### src/rtl/shazam_pkg.sv
// Shared constants and types for the spectral peak picker: band layout,
// peak record and the emitter state encoding.
package shazam_pkg;

    localparam int MAG_W     = 16;
    localparam int IDX_W     = 11;
    localparam int NUM_BANDS = 6;
    localparam int BAND_W    = 3;

    // Lower edge of each band; the last entry closes the top band.
    localparam logic [IDX_W-1:0] BAND_EDGE [0:NUM_BANDS] = '{
        11'd0, 11'd10, 11'd20, 11'd40, 11'd80, 11'd160, 11'd512
    };

    typedef struct packed {
        logic             found;
        logic [IDX_W-1:0] idx;
        logic [MAG_W-1:0] mag;
    } peak_t;

    typedef enum logic {
        ST_IDLE = 1'b0,
        ST_EMIT = 1'b1
    } emit_state_e;

    // True when a bin index falls inside band b (half-open interval).
    function automatic logic in_band(input logic [IDX_W-1:0] idx, input int b);
        in_band = (idx >= BAND_EDGE[b]) && (idx < BAND_EDGE[b+1]);
    endfunction

endpackage

### src/rtl/band_max_tracker.sv
// Running maximum of one frequency band. result_o is the band maximum
// including the sample presented this cycle, which is what a frame-end
// snapshot must capture.
module band_max_tracker
    import shazam_pkg::*;
#(
    parameter logic [MAG_W-1:0] MIN_MAG = 16'd0
) (
    input  logic             clk_i,
    input  logic             reset_i,
    input  logic             discard_i,
    input  logic             update_i,
    input  logic             snapshot_i,
    input  logic [IDX_W-1:0] idx_i,
    input  logic [MAG_W-1:0] mag_i,
    output peak_t            result_o
);

    peak_t max_q;
    peak_t max_d;
    peak_t base_s;
    peak_t cand_s;

    // Candidate max: a discarded partial frame compares against an empty band.
    always_comb begin
        base_s = discard_i ? '0 : max_q;
        if (update_i && (mag_i > base_s.mag) && (mag_i > MIN_MAG)) begin
            cand_s.found = 1'b1;
            cand_s.idx   = idx_i;
            cand_s.mag   = mag_i;
        end else begin
            cand_s = base_s;
        end
        if (snapshot_i) begin
            max_d = '0;
        end else begin
            max_d = cand_s;
        end
    end

    assign result_o = cand_s;

    // Hold the running max; cleared by reset and at every frame end.
    always_ff @(posedge clk_i) begin
        if (reset_i) begin
            max_q <= '0;
        end else begin
            max_q <= max_d;
        end
    end

endmodule

### src/rtl/spectral_peak_picker.sv
// Per-frame, per-band peak finder behind the FFT magnitude stream. Frames are
// accumulated in band trackers, snapshotted at the last bin and drained one
// band per handshake while the next frame accumulates.
module spectral_peak_picker
    import shazam_pkg::*;
#(
    parameter int               FFT_LENGTH = 1024,
    parameter logic [MAG_W-1:0] MIN_MAG    = 16'd0
) (
    input  logic              clk_i,
    input  logic              reset_i,
    input  logic [MAG_W-1:0]  magnitude_i,
    input  logic              magnitude_ready_i,
    input  logic [IDX_W-1:0]  index_i,
    output logic              peak_valid_o,
    input  logic              peak_ready_i,
    output logic [BAND_W-1:0] peak_band_o,
    output logic [IDX_W-1:0]  peak_index_o,
    output logic [MAG_W-1:0]  peak_mag_o,
    output logic              peak_found_o,
    output logic              frame_last_o,
    output logic              overflow_o,
    output logic              resync_o
);

    localparam logic [IDX_W-1:0]  HALF_BINS = IDX_W'(FFT_LENGTH / 2);
    localparam logic [IDX_W-1:0]  LAST_BIN  = IDX_W'(FFT_LENGTH / 2 - 1);
    localparam logic [BAND_W-1:0] LAST_BAND = BAND_W'(NUM_BANDS - 1);

    logic              accept_s;
    logic              restart_s;
    logic              frame_end_s;
    logic [IDX_W-1:0]  last_idx_q;
    logic [IDX_W-1:0]  last_idx_d;
    logic              started_q;
    logic              started_d;
    logic              resync_q;
    logic              resync_d;
    logic [BAND_W-1:0] band_q;
    logic [BAND_W-1:0] band_nxt_s;
    emit_state_e       state_q;
    peak_t             cand_s [NUM_BANDS];
    peak_t             snap_q [NUM_BANDS];
    peak_t             out_q;
    logic [BAND_W-1:0] out_band_q;
    logic              valid_q;
    logic              last_q;
    logic              overflow_q;

    // Input qualification and index sequencing of the accumulator.
    always_comb begin
        accept_s    = magnitude_ready_i && (index_i < HALF_BINS);
        restart_s   = accept_s && started_q && (index_i <= last_idx_q);
        frame_end_s = accept_s && (index_i == LAST_BIN);
        band_nxt_s  = band_q + 3'd1;
        resync_d    = restart_s;
        if (accept_s) begin
            last_idx_d = index_i;
            started_d  = !frame_end_s;
        end else begin
            last_idx_d = last_idx_q;
            started_d  = started_q;
        end
    end

    // Sequencing state: last accepted index, frame-started flag, resync pulse.
    always_ff @(posedge clk_i) begin
        if (reset_i) begin
            last_idx_q <= 11'd0;
            started_q  <= 1'b0;
            resync_q   <= 1'b0;
        end else begin
            last_idx_q <= last_idx_d;
            started_q  <= started_d;
            resync_q   <= resync_d;
        end
    end

    for (genvar b = 0; b < NUM_BANDS; b++) begin : g_band
        band_max_tracker #(
            .MIN_MAG (MIN_MAG)
        ) u_tracker (
            .clk_i      (clk_i),
            .reset_i    (reset_i),
            .discard_i  (restart_s),
            .update_i   (accept_s && in_band(index_i, b)),
            .snapshot_i (frame_end_s),
            .idx_i      (index_i),
            .mag_i      (magnitude_i),
            .result_o   (cand_s[b])
        );
    end

    // Emitter FSM: snapshot on frame end when idle, drain one band per handshake.
    always_ff @(posedge clk_i) begin
        if (reset_i) begin
            state_q    <= ST_IDLE;
            band_q     <= 3'd0;
            out_q      <= '0;
            out_band_q <= 3'd0;
            valid_q    <= 1'b0;
            last_q     <= 1'b0;
            overflow_q <= 1'b0;
            for (int b = 0; b < NUM_BANDS; b++) begin
                snap_q[b] <= '0;
            end
        end else begin
            case (state_q)
                ST_IDLE: begin
                    if (frame_end_s) begin
                        snap_q     <= cand_s;
                        state_q    <= ST_EMIT;
                        band_q     <= 3'd0;
                        out_q      <= cand_s[0];
                        out_band_q <= 3'd0;
                        valid_q    <= 1'b1;
                        last_q     <= 1'b0;
                    end
                end
                ST_EMIT: begin
                    if (frame_end_s) begin
                        overflow_q <= 1'b1;
                    end
                    if (peak_ready_i) begin
                        if (band_q == LAST_BAND) begin
                            state_q    <= ST_IDLE;
                            band_q     <= 3'd0;
                            out_q      <= '0;
                            out_band_q <= 3'd0;
                            valid_q    <= 1'b0;
                            last_q     <= 1'b0;
                        end else begin
                            band_q     <= band_nxt_s;
                            out_q      <= snap_q[band_nxt_s];
                            out_band_q <= band_nxt_s;
                            last_q     <= (band_nxt_s == LAST_BAND);
                        end
                    end
                end
                default: begin
                    state_q <= ST_IDLE;
                    valid_q <= 1'b0;
                end
            endcase
        end
    end

    assign peak_valid_o = valid_q;
    assign peak_band_o  = out_band_q;
    assign peak_index_o = out_q.idx;
    assign peak_mag_o   = out_q.mag;
    assign peak_found_o = out_q.found;
    assign frame_last_o = last_q;
    assign overflow_o   = overflow_q;
    assign resync_o     = resync_q;

endmodule

### config.mk
export PLATFORM = sky130hd
export DESIGN_NAME = spectral_peak_picker
export DESIGN_NICKNAME = d
export VERILOG_FILES = /design/src/rtl/shazam_pkg.sv /design/src/rtl/band_max_tracker.sv /design/src/rtl/spectral_peak_picker.sv
export SDC_FILE = /design/constraint.sdc
export NUM_CORES = 1
export LEC_CHECK = 0
export ABC_CLOCK_PERIOD_IN_PS = 9400
export CORE_UTILIZATION = 40
export DETAILED_ROUTE_END_ITERATION = 16
export PLACE_DENSITY = 0.53
export SLEW_MARGIN = 20
export SYNTH_ARGS = -nofsm -noshare
export SYNTH_HDL_FRONTEND = slang
export SYNTH_SLANG_ARGS = --single-unit
### constraint.sdc
create_clock -name clk_i -period 9.4 [get_ports clk_i]
set_input_delay 0.94 -clock clk_i [delete_from_list [all_inputs] [get_ports clk_i]]
set_output_delay 0.94 -clock clk_i [all_outputs]
set_load 0.005 [all_outputs]
[Yosys cells after proc, flatten, opt, wreduce, memory -nomap -nowiden]
Index checks and enable logic that the tools add are counted.
Operators by class
  bitwise logic cells: 2
  equal/unequal tests: 6
  multiplexer cells: 35
  add/subtract/negate cells: 1
  reductions and logical operators: 34
  order comparisons: 21
Operator list (count)
  two-way mux 28 bit: 17
  > comparator 16 bit: 6
  binary-select mux 28 bit (select 3 bit): 1
  one-hot mux 28 bit (2 select lines): 1
  logical AND 1 bit: 28
  > comparator 16 x 1 -> 1 bit, second input constant: 1
  == test 11 x 9 -> 1 bit, second input constant: 1
  greater-or-equal comparator 11 x 1 -> 1 bit, second input constant: 1
  greater-or-equal comparator 11 x 4 -> 1 bit, second input constant: 1
  greater-or-equal comparator 11 x 5 -> 1 bit, second input constant: 1
  greater-or-equal comparator 11 x 6 -> 1 bit, second input constant: 1
  greater-or-equal comparator 11 x 7 -> 1 bit, second input constant: 1
  greater-or-equal comparator 11 x 8 -> 1 bit, second input constant: 1
  less-or-equal comparator 11 bit: 1
  less-than comparator 11 x 10 -> 1 bit, second input constant: 1
  less-than comparator 11 x 4 -> 1 bit, second input constant: 1
  less-than comparator 11 x 5 -> 1 bit, second input constant: 1
  less-than comparator 11 x 6 -> 1 bit, second input constant: 1
  less-than comparator 11 x 7 -> 1 bit, second input constant: 1
  less-than comparator 11 x 8 -> 1 bit, second input constant: 1
  two-way mux 1 bit: 9
  two-way mux 3 bit: 3
  == test 3 bit, second input constant: 2
  one-hot mux 1 bit (2 select lines): 3
  11 further kinds: 14
Storage, ports and cells
  logic and storage cells: 146
  output and inout port bits: 35
  bits in registers: 384
  bits of input ports: 31

[Logic depth before layout (Yosys ltp)]
Gate-level depths: netlist of run 1.
  word-level depth: 11
  mapped depth: 19
  mapped depth without buffers: 14

[Modules after synthesis]
Synthesis of run 1 repeated with hierarchy kept, for this count alone.
Second synthesis, totals
  cell total of the unflattened synthesis: 2573
  area total of the unflattened synthesis: 21799.7 um2
Modules (own cells, without submodules)
  band_max_tracker at g_band[0].u_tracker ...: cells each 243, area an instance 2092.0 um2, seq. area each 560.5 um2, instances 5
  spectral_peak_picker: cells each 1114, area an instance 9248.9 um2, seq. area each 4324.1 um2, instances 1
  band_max_tracker at g_band[2].u_tracker: cells each 244, area an instance 2090.8 um2, seq. area each 560.5 um2, instances 1

[Least setup slack after synthesis of run 1]
No wires, ideal clock.
  path kind: input to register
  from: input port index_i[2]
  to: register g_band[3].u_tracker.max_q[0] in the netlist's numbering
  required time: 9.328 ns
  arrival time: 4.776 ns
  stages on the path: 18
  setup slack: 4.552 ns
  path through: ha_1 > and3b_1 > o311a_1 > a2111oi_4 > nor2b_1 > clkbuf_1 > clkbuf_1 > buf_1 > nand2_1 > ha_1 > nor2b_1 > o211ai_1 > a21boi_0 > or4b_1 > o2111ai_1 > buf_2 > buf_2 > mux2i_1
On the way
  word-level cells in the longest chain between the ends: 9
  elaborated cells on any way between the ends: 17
  classes of those cells: order compare (5); eq/ne (1); mux (2); reduce/logical (9)
Ends and longest elaborated chain
  start, declared: line spectral_peak_picker.sv:14  | input logic [IDX_W-1:0] index_i,
  less-than comparator 11 x 10 -> 1 bit: line spectral_peak_picker.sv:52  | accept_s = magnitude_ready_i && (index_i < HALF_BINS);
  logical AND 1 bit: line spectral_peak_picker.sv:52
  logical AND 1 bit (2 in a row): line spectral_peak_picker.sv:53  | restart_s = accept_s && started_q && (index_i <= last_idx_q);
  two-way mux 28 bit: line band_max_tracker.sv:26  | base_s = discard_i ? '0 : max_q;
  > comparator 16 bit: line band_max_tracker.sv:27  | if (update_i && (mag_i > base_s.mag) && (mag_i > MIN_MAG)) begin
  logical AND 1 bit (2 in a row): line band_max_tracker.sv:27
  two-way mux 28 bit: line band_max_tracker.sv:27
  end signal, assigned: line band_max_tracker.sv:48  | max_q <= max_d;
  end, declared: line band_max_tracker.sv:19  | peak_t max_q;
Parallel ways exist; a longest one is shown, timed or not.
A chain may end at the register's enable or synchronous reset.

[Worst setup path in the final report of run 1]
  from: input port index_i[6]
  to: register g_band[1].u_tracker.max_q[9] in the netlist's numbering
On the way
  word-level cells in the longest chain between the ends: 9
  elaborated cells on any way between the ends: 17
  classes of those cells: order compare (5); eq/ne (1); mux (2); reduce/logical (9)
Ends and longest elaborated chain (line)
  less-than comparator 11 x 10 -> 1 bit: spectral_peak_picker.sv:52
  logical AND 1 bit: spectral_peak_picker.sv:52
  logical AND 1 bit (2 in a row): spectral_peak_picker.sv:53
  two-way mux 28 bit: band_max_tracker.sv:26
  > comparator 16 bit: band_max_tracker.sv:27
  logical AND 1 bit (2 in a row): band_max_tracker.sv:27
  two-way mux 28 bit: band_max_tracker.sv:27
  end signal, assigned: band_max_tracker.sv:48
  end, declared: band_max_tracker.sv:19
Parallel ways exist; a longest one is shown, timed or not.

==> run summary, run 1 <==
• Layout area overhead: 13.4%
• proportion of power drawn by the clock network: 48.4%
• final hold viol count: 0
• type of element capturing the critical path: flop
• xor and xnor area share after synthesis: 0.0470%
• top post-synthesis cells by area: dfxtp_1, mux2i_1, ha_1, nand2_1, nand3_1
• std cell rows: 78
• number of synthesized flops with an enable pin: 0
• switching share of total power: 23.7%
• core box area: 0.0457 mm2
• share of Yosys cell area claimed by the top area cell type: 41.2%
• CP Launch Type: primary input
• final layout net count: 2221
• post-synthesis cell type count: 64
• adder and majority gate portion of the synthesized area: 7.38%
• Max Cap Violations: 0
• Worst-Margin Slew: 1.10 ns
• CP cell instances: clkdlybuf4s50_1, ha_1, nand2_1, o21ai_0, a2111oi_4, buf_4, nor2b_4, buf_12, nand2_1, ha_1, nand4_1, nor4_1, a221o_1, o211a_1, buf_4, mux2i_1
• Post CTS Setup Buffer Count: 0
• most used flip-flop cell after synthesis: dfxtp_1
• final routed wirelength across all metal layers: 60.1 mm
• worst hold path type: flop to flop
• register area share after synthesis: 41.2%
• slowest cell delay on critical path: 0.88 ns
• startpoint-to-endpoint class of the critical path: primary input to flop
• setup repair after global routing missed its margin: no
• worst vdd rail ir drop: 0.133 mV
• flip-flop and latch count after synthesis: 384
• Yosys top cell by area: dfxtp_1
• Internal: 2.70 mW
• number of global-route vias before repair: 15300
• synthesized netlist cell count: 2114
• per-instance average area after synthesis: 8.82 um2
• master of the slowest instance on the critical path: nor4_1
• fill count: 4446
• total negative setup slack: 0 ns
• Max transition margin: 26.5%
• global-route congestion overflow total: 0
• post-route cell area: 0.0211 mm2
• maximum number of pins on one net before global-route repair: 186
• Data arrival, critical path: 7.29 ns
• period utilisation layout: 72.2%
• starting density of the core: 40.8%
• antenna violations before repair: 0
• count of cells resized by post-cts repair: 0
• root cell of the clock tree: clkbuf_16
• multiplexer share of the synthesized area: 10.8%
• Die Area: 0.0475 mm2
• cell count after placement: 2634
• Worst-path clk slew: 0.06 ns
• Buffers on Ports: 65
• post-synthesis share of cell area spent on and, or, nand and nor gates: 20.8%
• die extent in y: 218 um
• post-detailed-placement half-perimeter wirelength: 38.3 mm
• Cell Area, Placed: 0.0197 mm2
• DRC marker count from the first detailed-route iteration: 1388
• vias per std cell: 5.84
• fraction of final layout cells sized beyond drive strength 1: 8.06%
• achievable clock frequency: 147 MHz
• sequential fraction of design power: 46.1%
• I/O pin cnt: 66
• wire length of the first global-routing pass: 92.5 mm
• final setup violating endpoints: 0
• hold-fix buffers at CTS: 0
• depth of the CTS H-tree: 2
• Mapped Nets: 2255
• count of pins over their slew limit: 0
• switching power total: 0.842 mW
• CP max FO: 135
• proportion of register bits with asynchronous set or reset after synthesis: 0%
• data required time at the worst endpoint: 9.90 ns
• cell area after synthesis: 0.0186 mm2
• family with the most delay on the worst path: simple AND/OR/NAND/NOR gates
• global-route usage over all layers: 25.2%
• Remaining DRCs: 0
• Layout Cells excl Fill: 2710
• Post-DRT Antenna Nets: 0
• post-route clock skew: 0.0211 ns
• synthesized-area fraction occupied by ao, oa, aoi and oai cells: 14.8%
• TritonCTS clock tree: yes
• TritonCTS buffer count: 43
• cell leakage power: 7.87 nW
• Max clock buf depth: 3
• main combinational cell family by area after synthesis: simple AND/OR/NAND/NOR gates
• horizontal extent of the die: 218 um
• Clk Latency, worst-skew pair: 0.58 ns
• number of buffer and inverter instances along the worst setup path: 4
• number of detailed-route iterations in the first pass: 5
• count of yosys warnings during synthesis: 0
• vias after detailed routing: 15800
• power per cell area: 168 mW/mm2
• worst-case hold slack: 0.447 ns
• result of the run: complete, no violations
• minimum clock period: 6.79 ns
• post-DR wirelength/cell: 22.2 um
• routability congestion estimate: 0.861
• number of clock sinks: 384
• combinational group share of total power: 5.4%
[power groups by stage]
stage	sequential, mW	combinational, mW	clock, mW
floorplan	1.67	0.107	0
global placement	1.67	0.187	0
detailed placement	1.67	0.190	0
CTS	1.64	0.191	1.75
global route	1.63	0.210	1.82
finish	1.64	0.193	1.72
[final timing paths]
| path | startpoint | endpoint | slack, ns | cells after the start |
|---|---|---|---|---|
| max | index_i[6] | g_band[1].u_tracker.max_q[9]$_SDFF_PP0_ | 2.61 | 16 |
| min | snap_q[100]$_SDFFE_PP0P_ | snap_q[100]$_SDFFE_PP0P_ | 0.45 | 2 |
| max reg2reg | last_idx_q[8]$_SDFFE_PP0P_ | g_band[1].u_tracker.max_q[9]$_SDFF_PP0_ | 3.35 | 16 |
| min reg2reg | snap_q[100]$_SDFFE_PP0P_ | snap_q[100]$_SDFFE_PP0P_ | 0.45 | 2 |
[cell usage after synthesis, types with 14 or more instances]
library cell and count:
nor3_1 14, dfxtp_1 384, mux4_2 28, a22oi_1 28, a21o_1 19, nand3_1 203
nand2_1 313, a211oi_1 46, nand3b_1 27, mux2i_1 139, inv_1 34, o311a_1 16
clkbuf_1 100, nand4b_1 28, o21ai_0 37, nand4_1 24, a21oi_1 154, o22ai_1 27
a31oi_1 17, o31ai_1 28, nor2_1 133, buf_1 21, and3_1 30, ha_1 110
buf_2 61
[state kept, by name (all words and copies together), names as in the netlist, 3 cells and up]
| name | cells |
|---|---|
| g_band.u_tracker.max_q | 168 |
| last_idx_q | 11 |
| peak_band_o | 3 |
| peak_index_o | 11 |
| peak_mag_o | 16 |
| snap_q | 168 |
[stage by stage]
stage               total power [mW]  worst slack, ns  util (%)
floorplan                       1.78             4.55         -
global placement                1.86             2.11      43.1
detailed placement              1.86             2.08      43.1
global route                    3.66             2.35      46.3
finish                          3.55             2.61      46.3
CTS                             3.58             2.69      46.2
[cell type report]
class	instances	area, um2	share of cell area [%]
clock buffer	61	1250	5.93
clock inverter	13	161	0.764
sequential	384	7690	36.4
tap	600	751	3.55
antenna	1	2.50	0.0118
timing repair buffer	105	1010	4.79
multi-input combinational	1512	10100	48.0
inverter	34	128	0.604
[worst reg2reg max path, stage by stage (launching register included)]
cell	delay [ns]
dfxtp_1	0.33
inv_1	0.05
ha_1	0.28
and4_1	0.28
o311a_1	0.24
a2111oi_4	0.06
buf_4	0.25
nor2b_4	0.65
buf_12	0.52
nand2_1	0.29
ha_1	0.33
nand4_1	0.17
nor4_1	0.88
a221o_1	0.44
o211a_1	0.55
buf_4	0.40
mux2i_1	0.25
[metal layers]
metal | vias to the layer above | global-route usage, % | routed length (um)
met2 | 435 | 38.7 | 26300
met3 | 82 | 3.68 | 3520
met4 | 0 | 6.90 | 1150
li1 | 7553 | - | -
met1 | 7749 | 36.5 | 29100
met5 | - | 0 | 0
[cells in the final DEF, fill, tap and decap left out, types with 34 or more instances in the layout]
master | netlist | final
a21oi_1 | 154 | 152
clkbuf_16 | 0 | 43
o21ai_0 | 37 | 37
nand2_1 | 313 | 313
mux2i_1 | 139 | 139
ha_1 | 110 | 109
buf_4 | 2 | 36
nor2_1 | 133 | 132
inv_1 | 34 | 34
a211oi_1 | 46 | 45
nand3_1 | 203 | 203
dfxtp_1 | 384 | 383
clkdlybuf4s50_1 | 0 | 64
[logic make-up after synthesis]
kind of cell             after synthesis
AND/OR/NAND/NOR                      816
AO/OA/AOI/OAI                        418
flip-flops                           384
buffers and inverters                218
multiplexers                         167
adder cells (fa/ha/maj)              110
XOR/XNOR                               1
(Power assumes the default switching activity.)
==> inputs of run 2 (changes only) <==
--- a/config.mk
+++ b/config.mk
@@ -5,10 +5,10 @@
 export SDC_FILE = /design/constraint.sdc
 export NUM_CORES = 1
 export LEC_CHECK = 0
-export ABC_CLOCK_PERIOD_IN_PS = 9400
+export ABC_CLOCK_PERIOD_IN_PS = 5950
 export CORE_UTILIZATION = 40
 export DETAILED_ROUTE_END_ITERATION = 16
-export PLACE_DENSITY = 0.53
+export PLACE_DENSITY = 0.55
 export SLEW_MARGIN = 20
 export SYNTH_ARGS = -nofsm -noshare
 export SYNTH_HDL_FRONTEND = slang
==> constraint.sdc (replaced) <==
create_clock -name clk_i -period 5.95 [get_ports clk_i]
set_input_delay 0.595 -clock clk_i [delete_from_list [all_inputs] [get_ports clk_i]]
set_output_delay 0.595 -clock clk_i [all_outputs]
set_load 0.005 [all_outputs]
==> run summary, run 2 (synthesized netlist as in run 1, its figures left out) <==
• slowest cell delay on critical path: 0.78 ns
• CP Launch Type: primary input
• Buffers on Ports: 65
• antenna cells: 0
• setup repair after global routing missed its margin: no
• horizontal extent of the die: 218 um
• antenna violations before repair: 0
• vias after detailed routing: 15900
• I/O pin cnt: 66
• post-DR wirelength/cell: 21.6 um
• routability congestion estimate: 0.875
• Critical R2R Launch: last_idx_q[8]$_SDFFE_PP0P_
• fraction of final layout cells sized beyond drive strength 1: 8.89%
• Die Area: 0.0475 mm2
• Data arrival, critical path: 5.73 ns
• number of cells on the critical path: 17
• CP cell instances: clkdlybuf4s50_1, ha_1, and4_1, o311a_1, a2111oi_4, buf_4, nor2b_4, buf_4, buf_4, nand2_1, ha_1, nand4_1, nor4_1, a221o_1, o211a_1, buf_4, mux2i_1
• achievable clock frequency: 190 MHz
• number of clock sinks: 384
• total negative setup slack: 0 ns
• final hold viol count: 0
• number of buffer and inverter instances along the worst setup path: 5
• worst hold path type: flop to flop
• global-route usage over all layers: 24.7%
• wire length of the first global-routing pass: 91.6 mm
• family with the most delay on the worst path: buffers and inverters
• global-route congestion overflow total: 0
• number of detailed-route iterations in the first pass: 5
• cell repeated most along the worst path: buf_4
• period utilisation layout: 88.4%
• vias per std cell: 5.82
• leading cell type in the layout, fill and taps excluded: dfxtp_1
• std cell rows: 78
• master of the slowest instance on the critical path: nor4_1
• Clk Latency, worst-skew pair: 0.56 ns
• TritonCTS clock tree: yes
• count of pins over their slew limit: 0
• starting density of the core: 40.8%
• root cell of the clock tree: clkbuf_16
• core box area: 0.0457 mm2
• post-detailed-placement half-perimeter wirelength: 38.8 mm
• type of element capturing the critical path: flop
• final setup violating endpoints: 0
• final routed wirelength across all metal layers: 58.8 mm
• post-route clock skew: 0.0141 ns
• Post CTS Setup Buffer Count: 0
• Worst-Margin Slew: 1.07 ns
• Worst-path clk slew: 0.06 ns
• number of global-route vias before repair: 15500
• startpoint-to-endpoint class of the critical path: primary input to flop
• FF-to-FF End: g_band[1].u_tracker.max_q[4]$_SDFF_PP0_
• Remaining DRCs: 0
• power per cell area: 266 mW/mm2
• count of cells resized by post-cts repair: 0
• final layout net count: 2234
• worst setup path endpoint: g_band[1].u_tracker.max_q[4]$_SDFF_PP0_
• hold-fix buffers at CTS: 0
• data required time at the worst endpoint: 6.42 ns
• depth of the CTS H-tree: 2
• minimum clock period: 5.26 ns
• die extent in y: 218 um
• post-route total power: 5.67 mW
• Cell Area, Placed: 0.0199 mm2
• cell leakage power: 7.99 nW
• Max clock buf depth: 3
• DRC marker count from the first detailed-route iteration: 1316
• Layout area overhead: 14.5%
• worst vdd rail ir drop: 0.173 mV
• post-route cell area: 0.0213 mm2
• setup slack, reg-to-reg: 0.93 ns
• most frequent cells in the layout: dfxtp_1, nand2_1, nand3_1
• worst reg-to-reg path cell count: 17
• maximum number of pins on one net before global-route repair: 137
• TritonCTS buffer count: 42
• Max transition margin: 27.9%
• CP max FO: 31
• Post-DRT Antenna Nets: 0
• Max Cap Violations: 0
• result of the run: complete, no violations
• crit path launch: index_i[8]
run 2: changes by cell type in the layout (fill, tap and decap cells not counted), sizes merged:
| cell | delta |
|---|---|
| buf | +14 |
| bufinv | +1 |
| clkbuf | +2 |
| clkinv | -1 |
| clkinvlp | +1 |
| diode | -1 |
| inv | -1 |
run 2: per-stage QoR:
stage / std cells / hold slack (ns) / setup WS, ns / util (%)
after floorplan: 2114 / 0.428 / 1.45 / -
after global placement: 2649 / 0.435 / 0.317 / 43.5
after detailed placement: 2649 / 0.440 / 0.216 / 43.5
after CTS: 2725 / 0.449 / 0.781 / 46.7
after global routing: 2725 / 0.462 / 0.577 / 46.7
final: 2725 / 0.447 / 0.692 / 46.7
run 2: layout make-up:
cell class	count	area [um2]
fillers	4377	24300
well taps	600	751
inverters	34	128
clock buffers	63	1310
multi-input cells	1512	10100
flip-flops and latches	384	7690
clock inverters	13	174
repair buffers	119	1150
run 2: worst register-to-register path: cells and delay by family, from the launching register on:
kind | cells | cell delay, ns
AO/OA/AOI/OAI | 4 | 0.85
adder cells (fa/ha/maj) | 2 | 0.59
buffers and inverters | 5 | 1.25
flip-flops | 1 | 0.33
multiplexers | 1 | 0.26
AND/OR/NAND/NOR | 5 | 1.68
run 2: metal layers:
| layer | global-route usage, % | vias to the layer above | part of all wire (%) |
|---|---|---|---|
| met1 | 36.5 | 7758 | 49 |
| met3 | 3.25 | 65 | 5.5 |
| met5 | 0 | - | 0 |
| met4 | 6.25 | 0 | 1.9 |
| li1 | - | 7597 | - |
| met2 | 37.6 | 438 | 44 |
run 2: how the worst min path moves through the flow:
stage,startpoint,end,cells after the start
floorplan,last_idx_q[10]$_SDFFE_PP0P_,last_idx_q[10]$_SDFFE_PP0P_,2
global placement,snap_q[126]$_SDFFE_PP0P_,snap_q[126]$_SDFFE_PP0P_,2
detailed placement,snap_q[105]$_SDFFE_PP0P_,snap_q[105]$_SDFFE_PP0P_,2
CTS,snap_q[105]$_SDFFE_PP0P_,snap_q[105]$_SDFFE_PP0P_,2
global route,snap_q[123]$_SDFFE_PP0P_,snap_q[123]$_SDFFE_PP0P_,2
finish,snap_q[137]$_SDFFE_PP0P_,snap_q[137]$_SDFFE_PP0P_,2
run 2: power by group:
group	total (mW)	internal [mW]	switching, mW	leakage (nW)
Clock	2.78	1.69	1.09	0.734
Sequential	2.58	2.58	0.00447	3.09
Combinational	0.298	0.0968	0.201	4.16
Total	5.67	4.37	1.30	7.99
==> inputs of run 3 (changes only) <==
--- a/config.mk
+++ b/config.mk
@@ -8,7 +8,8 @@
 export ABC_CLOCK_PERIOD_IN_PS = 5950
 export CORE_UTILIZATION = 40
 export DETAILED_ROUTE_END_ITERATION = 16
-export PLACE_DENSITY = 0.55
+export DONT_BUFFER_PORTS = 1
+export PLACE_DENSITY = 0.53
 export SLEW_MARGIN = 20
 export SYNTH_ARGS = -nofsm -noshare
 export SYNTH_HDL_FRONTEND = slang
==> run summary, run 3 (synthesized netlist as in run 1, its figures left out) <==
• die extent in y: 218 um
• number of global-route vias before repair: 15000
• DRC marker count from the first detailed-route iteration: 1510
• Max clock buf depth: 3
• CP Launch Type: flop
• Die Area: 0.0475 mm2
• depth of the CTS H-tree: 2
• minimum setup slack after placement: 0.970 ns
• final core area utilization: 45.1%
• Clk Latency, worst-skew pair: 0.59 ns
• worst hold path type: primary input to flop
• post-route clock skew: 0.0256 ns
• final routed wirelength across all metal layers: 58.9 mm
• global-route usage over all layers: 24.8%
• total negative setup slack: 0 ns
• setup repair after global routing missed its margin: no
• Remaining DRCs: 0
• minimum clock period: 4.88 ns
• wire length of the first global-routing pass: 91.7 mm
• most frequent cells in the layout: dfxtp_1, nand2_1, nand3_1
• routability congestion estimate: 0.864
• root cell of the clock tree: clkbuf_16
• TritonCTS buffer count: 43
• Buffers on Ports: 0
• final hold viol count: 0
• switching power total: 1.27 mW
• startpoint-to-endpoint class of the critical path: flop to flop
• switching share of total power: 22.5%
• Data arrival, critical path: 5.38 ns
• power per cell area: 275 mW/mm2
• combinational group share of total power: 3.6%
• vias after detailed routing: 15700
• cell leakage power: 7.68 nW
• CP max FO: 127
• fill count: 4450
• number of clock sinks: 384
• worst vdd rail ir drop: 0.186 mV
• Worst-path clk slew: 0.06 ns
• Max Cap Violations: 0
• achievable clock frequency: 205 MHz
• maximum number of pins on one net before global-route repair: 246
• global-route congestion overflow total: 0
• hold-fix buffers at CTS: 0
• post-DR wirelength/cell: 22.3 um
• I/O pin cnt: 66
• number of detailed-route iterations in the first pass: 5
• final critical-path setup slack: 1.07 ns
• post-detailed-placement half-perimeter wirelength: 37.5 mm
• leading cell type in the layout, fill and taps excluded: dfxtp_1
• fraction of final layout cells sized beyond drive strength 1: 8.27%
• post-route total power: 5.66 mW
• period utilisation layout: 82.0%
• count of cells resized by post-cts repair: 0
• starting density of the core: 40.8%
• Layout area overhead: 10.5%
• horizontal extent of the die: 218 um
• Max transition margin: 24.5%
• result of the run: complete, no violations
• final setup violating endpoints: 0
• Worst-Margin Slew: 1.13 ns
• sequential fraction of design power: 45.6%
• number of cells on the worst hold path: 1
• worst reg-to-reg path cell count: 15
• Post CTS Setup Buffer Count: 0
• data required time at the worst endpoint: 6.46 ns
• Internal: 4.39 mW
• proportion of power drawn by the clock network: 50.7%
• final layout net count: 2152
• Post-DRT Antenna Nets: 0
• vias per std cell: 5.93
• TritonCTS clock tree: yes
• std cell rows: 78
• type of element capturing the critical path: flop
• count of pins over their slew limit: 0
• core box area: 0.0457 mm2
• antenna violations before repair: 0
[run 3: cell count changes in the layout (fill, tap and decap cells not counted)]
cell	before	now
clkdlybuf4s50_1	64	0
bufinv_16	4	6
a2111oi_0	1	0
clkbuf_8	17	9
clkbuf_16	43	44
inv_8	0	1
diode_2	0	1
clkinv_8	0	1
clkinv_2	6	7
buf_4	47	28
clkbuf_1	4	7
buf_12	7	8
a2111oi_1	0	1
[run 3: layout make-up]
type                            count  area (um2)  area share [%]
Antenna cell                        1        2.50          0.0122
Clock buffer                       60        1250            6.08
Clock inverter                     18         267            1.29
Inverter                           34         128           0.620
Multi-Input combinational cell   1512       10100            49.2
Sequential cell                   384        7690            37.3
Tap cell                          600         751            3.65
Timing Repair Buffer               36         370            1.80
[run 3: path summary, 6_finish.rpt]
check	slack, ns	end	startpoint
min	0.09	last_idx_q[2]$_SDFFE_PP0P_	reset_i
max reg2reg	1.07	g_band[2].u_tracker.max_q[19]$_SDFF_PP0_	last_idx_q[2]$_SDFFE_PP0P_
min reg2reg	0.45	snap_q[131]$_SDFFE_PP0P_	snap_q[131]$_SDFFE_PP0P_
max	1.07	g_band[2].u_tracker.max_q[19]$_SDFF_PP0_	last_idx_q[2]$_SDFFE_PP0P_
[run 3: routing by layer]
| layer | vias to the layer above | track usage [%] | share of wire, % |
|---|---|---|---|
| met3 | 79 | 3.78 | 5.8 |
| met5 | - | 0 | 0 |
| met2 | 440 | 36.6 | 43 |
| met4 | 0 | 7.25 | 2.0 |
| met1 | 7724 | 36.9 | 49 |
| li1 | 7433 | - | - |
[run 3: metrics by stage]
| step | hold WS [ns] | instance area, um2 | std cells |
|---|---|---|---|
| after floorplan | 0.428 | 18600 | 2114 |
| after global placement | 0.433 | 19100 | 2566 |
| after detailed placement | 0.441 | 19100 | 2566 |
| after CTS | 0.0729 | 20600 | 2644 |
| after global routing | 0.0747 | 20600 | 2644 |
| final | 0.0930 | 20600 | 2645 |
[run 3: power by group through the flow]
stage / Sequential, mW / Combinational [mW] / Clock (mW)
2_1_floorplan: 2.64 / 0.169 / 0
3_3_place_gp: 2.64 / 0.199 / 0
3_5_place_dp: 2.64 / 0.205 / 0
4_1_cts: 2.58 / 0.206 / 2.93
5_1_grt: 2.58 / 0.231 / 3.03
6_report: 2.58 / 0.207 / 2.87
[run 3: critical path: stages (launching register included)]
cell,delay [ns]
dfxtp_1,0.34
inv_1,0.05
ha_1,0.29
and3b_1,0.20
o311a_1,0.36
a2111oi_4,0.42
nor2b_4,0.14
buf_12,0.23
nand2_1,0.18
ha_1,0.27
a21oi_1,0.22
a211oi_1,0.13
a2111oi_1,0.86
a21o_2,0.55
buf_12,0.21
mux2i_1,0.19
==> RTL change 1 (settings of run 1) <==
Change the package constant `BAND_W` from 3 to 5.
--- a/src/rtl/shazam_pkg.sv
+++ b/src/rtl/shazam_pkg.sv
@@ -7,3 +7,3 @@
     localparam int NUM_BANDS = 6;
-    localparam int BAND_W    = 3;
+    localparam int BAND_W    = 5;
 
Ports: changed (resized peak_band_o); port bits go from 66 to 68. The function was not compared with the original's and may differ.
==> RTL change 1 against run 1 <==
Power grew 0.83%. Register-to-register slack gained 100 ps. Area after synthesis shrank 2.8%. Wire length shrank 1.4%. Cell count shrank 6.6%. First-iteration DRC count shrank 2.1%. Sequential cell count grew 2. Die area shrank 2.8%. Worst setup slack gained 65 ps. Cell area shrank 2.4%. Largest cell class unchanged. Largest power group unchanged.
==> RTL change 1: results (changes against run 1) <==
status finished clean; Setup Fix Bufs, Post-CTS 0 (unchanged); Hold WC Path Type reg2reg; vias in the first global route 15.1k (-1.3%); first-pass GRT wire length 92400 um (-0.10%); Post-Place Setup Slack 2210 ps (+122 ps); IO buf count 67 (+3.1%); Ant. Diodes 0 (-1); TritonCTS Buffers 44 (+2.3%); worst ir drop on vdd 0.000122 V (-8.9%); Max FO, Critical Path 78 (-42%); CTS Buffer Depth 3 (unchanged); Crit-path slowest cell buf_4; # fillers 4203 (-5.5%); share of cells above drive strength 1 0.0814 (+0.000836); synthesized area per cell 9.41 um2 (+6.7%); Seq/Total Area, Yosys 0.426 (+0.0141); Clock Skew 17.1 ps (-3.98 ps); synth unique cells 66 (+3.1%); post_cts resized 0 (unchanged); leakage power 7.51 nW (-4.6%); H-tree levels 2 (unchanged); HPWL Detailed 37100 um (-3.1%); Slew headroom 0.245 (-0.0201); GRT Overall Usage 0.257 (+0.00538); Synth area leaders dfxtp_1 (43%), ha_1 (7.6%), mux2i_1 (6.9%); Post-Route WL 59200 um (-1.4%); router iterations before antenna repair 5 (unchanged); largest stage delay on the critical path 800 ps (-80 ps); Root Driver clkbuf_16; pin count of the biggest net entering global routing 121 (-35%); initial drt markers 1359 (-2.1%); syn_nets 2066 (-8.4%); Placed Area 0.0191 mm2 (-2.9%); Worst EP arrival 7180 ps (-110 ps); final cell count without fillers 2532 (-6.6%); GP Congestion 0.805 (-6.5%); Commonest cells post-synth dfxtp_1 (386), nand2_1 (216), nand3_1 (184), a21oi_1 (182), mux2i_1 (124); Vias/cell 6.03 (+3.3%); NumNets Final 2048 (-7.8%)
-- RTL change 1: routing by layer --
layer / wire, um / part of all wire / GRT usage / vias up
li1: - / - / - / 7114
met3: 4240 / 0.072 / 0.0494 / 91
met1: 28400 / 0.48 / 0.373 / 7553
met5: 0 / 0 / 0 / -
met2: 25200 / 0.43 / 0.380 / 512
met4: 1410 / 0.024 / 0.0840 / 0
-- RTL change 1: final cells by class --
cell class / count / area [um2] / area share
sequential: 386 / 7730 / 0.375
timing repair buffer: 97 / 931 / 0.0451
tap: 592 / 741 / 0.0359
clock inverter: 12 / 101 / 0.00491
inverter: 15 / 56.3 / 0.00273
multi-input combinational: 1363 / 9690 / 0.470
clock buffer: 67 / 1380 / 0.0670
-- RTL change 1: tightest hold or removal path, cell delays in order (launching register included) --
cell	delay, ps
dfxtp_1	310
nand2_1	50
a21oi_1	50
-- RTL change 1: final timing paths --
kind	startpoint	end	slack, ps	cells past startpoint
max reg2reg	last_idx_q[7]	snap_q[1]	3450	16
min reg2reg	snap_q[80]	snap_q[80]	450	2
max	index_i[9]	snap_q[1]	2670	15
min	snap_q[80]	snap_q[80]	450	2
-- RTL change 1: where the power goes --
| part | total (mW) | switching (mW) | internal, mW |
|---|---|---|---|
| registers | 1.64 | 0.00360 | 1.64 |
| clock network | 1.75 | 0.707 | 1.04 |
| logic | 0.185 | 0.131 | 0.0544 |
| total | 3.58 | 0.841 | 2.74 |
-- RTL change 1: logic make-up after synthesis --
logic type                 Yosys count  synth area share
and+or+nand+nor                    634             0.171
adders and majority gates          110            0.0760
xor gates and xnor gates             2          0.000967
AOI/OAI and AO/OA                  465             0.178
buffers and inverters              176            0.0443
DFF                                386             0.426
muxes                              152             0.103
==> RTL change 2 (settings of run 1) <==
Made on the original files. Register the output `overflow_o` once more, cleared by the reset; this adds one clock of latency there. The other outputs are not delayed to match.
--- a/src/rtl/spectral_peak_picker.sv
+++ b/src/rtl/spectral_peak_picker.sv
@@ -153,3 +153,9 @@
     assign frame_last_o = last_q;
-    assign overflow_o   = overflow_q;
+    always_ff @(posedge clk_i) begin
+        if (reset_i) begin
+            overflow_o <= '0;
+        end else begin
+            overflow_o <= overflow_q;
+        end
+    end
     assign resync_o     = resync_q;
Function: changed (Yosys sat finds a counterexample within 4 cycles, from zero or initial values and one cycle with reset_i high).
==> RTL change 2 against run 1 <==
Critical path type unchanged. Hold slack got worse by 4.0 ps. Sequential cell count grew 1. Area after synthesis decreased by 4.0%. Critical path depth rose by 1. Cell area decreased by 3.7%. Worst setup slack improved by 270 ps. Utilization shrank 0.13 points. Wire length decreased by 4.9%. Power is 0.60% lower. Critical endpoint is now g_band[1].u_tracker.max_q[12]. Non-clock buffer count is 10 lower.
==> RTL change 2: results (changes against run 1) <==
Post-Place Setup Slack 2330 ps (+245 ps); CP startpoint index_i[4]; Commonest cells post-synth dfxtp_1 (385), nand2_1 (326), nand3_1 (219), a21oi_1 (170), mux2i_1 (137); pin count of the biggest net entering global routing 144 (-23%); GRT Overall Usage 0.253 (+0.00119); post-synthesis xor/xnor area fraction 0.000489 (+0.0000196); first-pass GRT wire length 87600 um (-5.2%); mux cell area share after synthesis 0.112 (+0.00342); TritonCTS Buffers 44 (+2.3%); largest stage delay on the critical path 710 ps (-170 ps); Cell Int Power 2.69 mW (-0.67%); met3 routed WL 2460 um (-30%); NumNets Final 2103 (-5.3%); Post-Route WL 57200 um (-4.9%); met2 Resource Use GR 0.429 (+0.0419); met1 Use GR 0.329 (-0.0353); synth unique cells 61 (-4.7%); Ant. Diodes 0 (-1); Slew headroom 0.288 (+0.0232); Adder-Cell Fraction of Synth Area 0.0769 (+0.00309); Max FO, Critical Path 94 (-30%); status finished clean; Setup Fix Bufs, Post-CTS 0 (unchanged); Sequential Power Share 0.465 (+0.004); GP Congestion 0.854 (-0.81%); fin crit share 0.693 (-0.0292); Comb pwr share 0.052 (-0.002); FF-to-FF path depth 17 (+1); Met2 Wirelength 27200 um (+3.7%); Reg2Reg Setup Slack 3660 ps (+310 ps); Seq/Total Area, Yosys 0.431 (+0.0184); Gate Count Post-Synth 1983 (-6.2%); GRT met3 Usage 0.0250 (-0.0118); hold endpoint snap_q[151]; Synth area leaders dfxtp_1 (43%), ha_1 (7.7%), mux2i_1 (7.7%); Worst EP arrival 7000 ps (-290 ps); share of cells above drive strength 1 0.0776 (-0.00299); met1 wire length 25300 um (-13%); placed cells 2508 (-4.8%); hold wc startpoint snap_q[151]; HPWL Detailed 37200 um (-3.0%); worst ir drop on vdd 0.000117 V (-12%); Crit path max-delay family buffers and inverters; Clock Skew 25.6 ps (+4.50 ps); vias in the first global route 14.5k (-5.2%); initial drt markers 1058 (-24%); timing endpoint of the critical path g_band[1].u_tracker.max_q[12]; Crit-path slowest cell clkdlybuf4s50_1; Routed wire per std cell 22.1 um (-0.42%); Synth Area in Compound Gates 0.147 (-0.000726)
[RTL change 2: logic make-up after synthesis]
family | after synthesis
multiplexers | 165
XOR/XNOR | 1
AND/OR/NAND/NOR | 731
AO/OA/AOI/OAI | 409
flip-flops | 385
adder cells (fa/ha/maj) | 110
buffers and inverters | 182
[RTL change 2: area by class of cell]
type                       instances  area [um2]
inverter                          20        75.1
tap                              592         741
fill                            4370       23800
sequential                       385        7710
clock inverter                    20         194
timing repair buffer              95         902
clock buffer                      61        1220
multi-input combinational       1416        9510
[RTL change 2: through the flow]
| step | instance area [um2] | hold WS (ps) | power (mW) |
|---|---|---|---|
| CTS | 20400 | 444 | 3.56 |
| global route | 20400 | 455 | 3.64 |
| finish | 20400 | 443 | 3.53 |
| floorplan | 17900 | 418 | 1.78 |
| global placement | 18900 | 428 | 1.85 |
| detailed placement | 18900 | 434 | 1.86 |
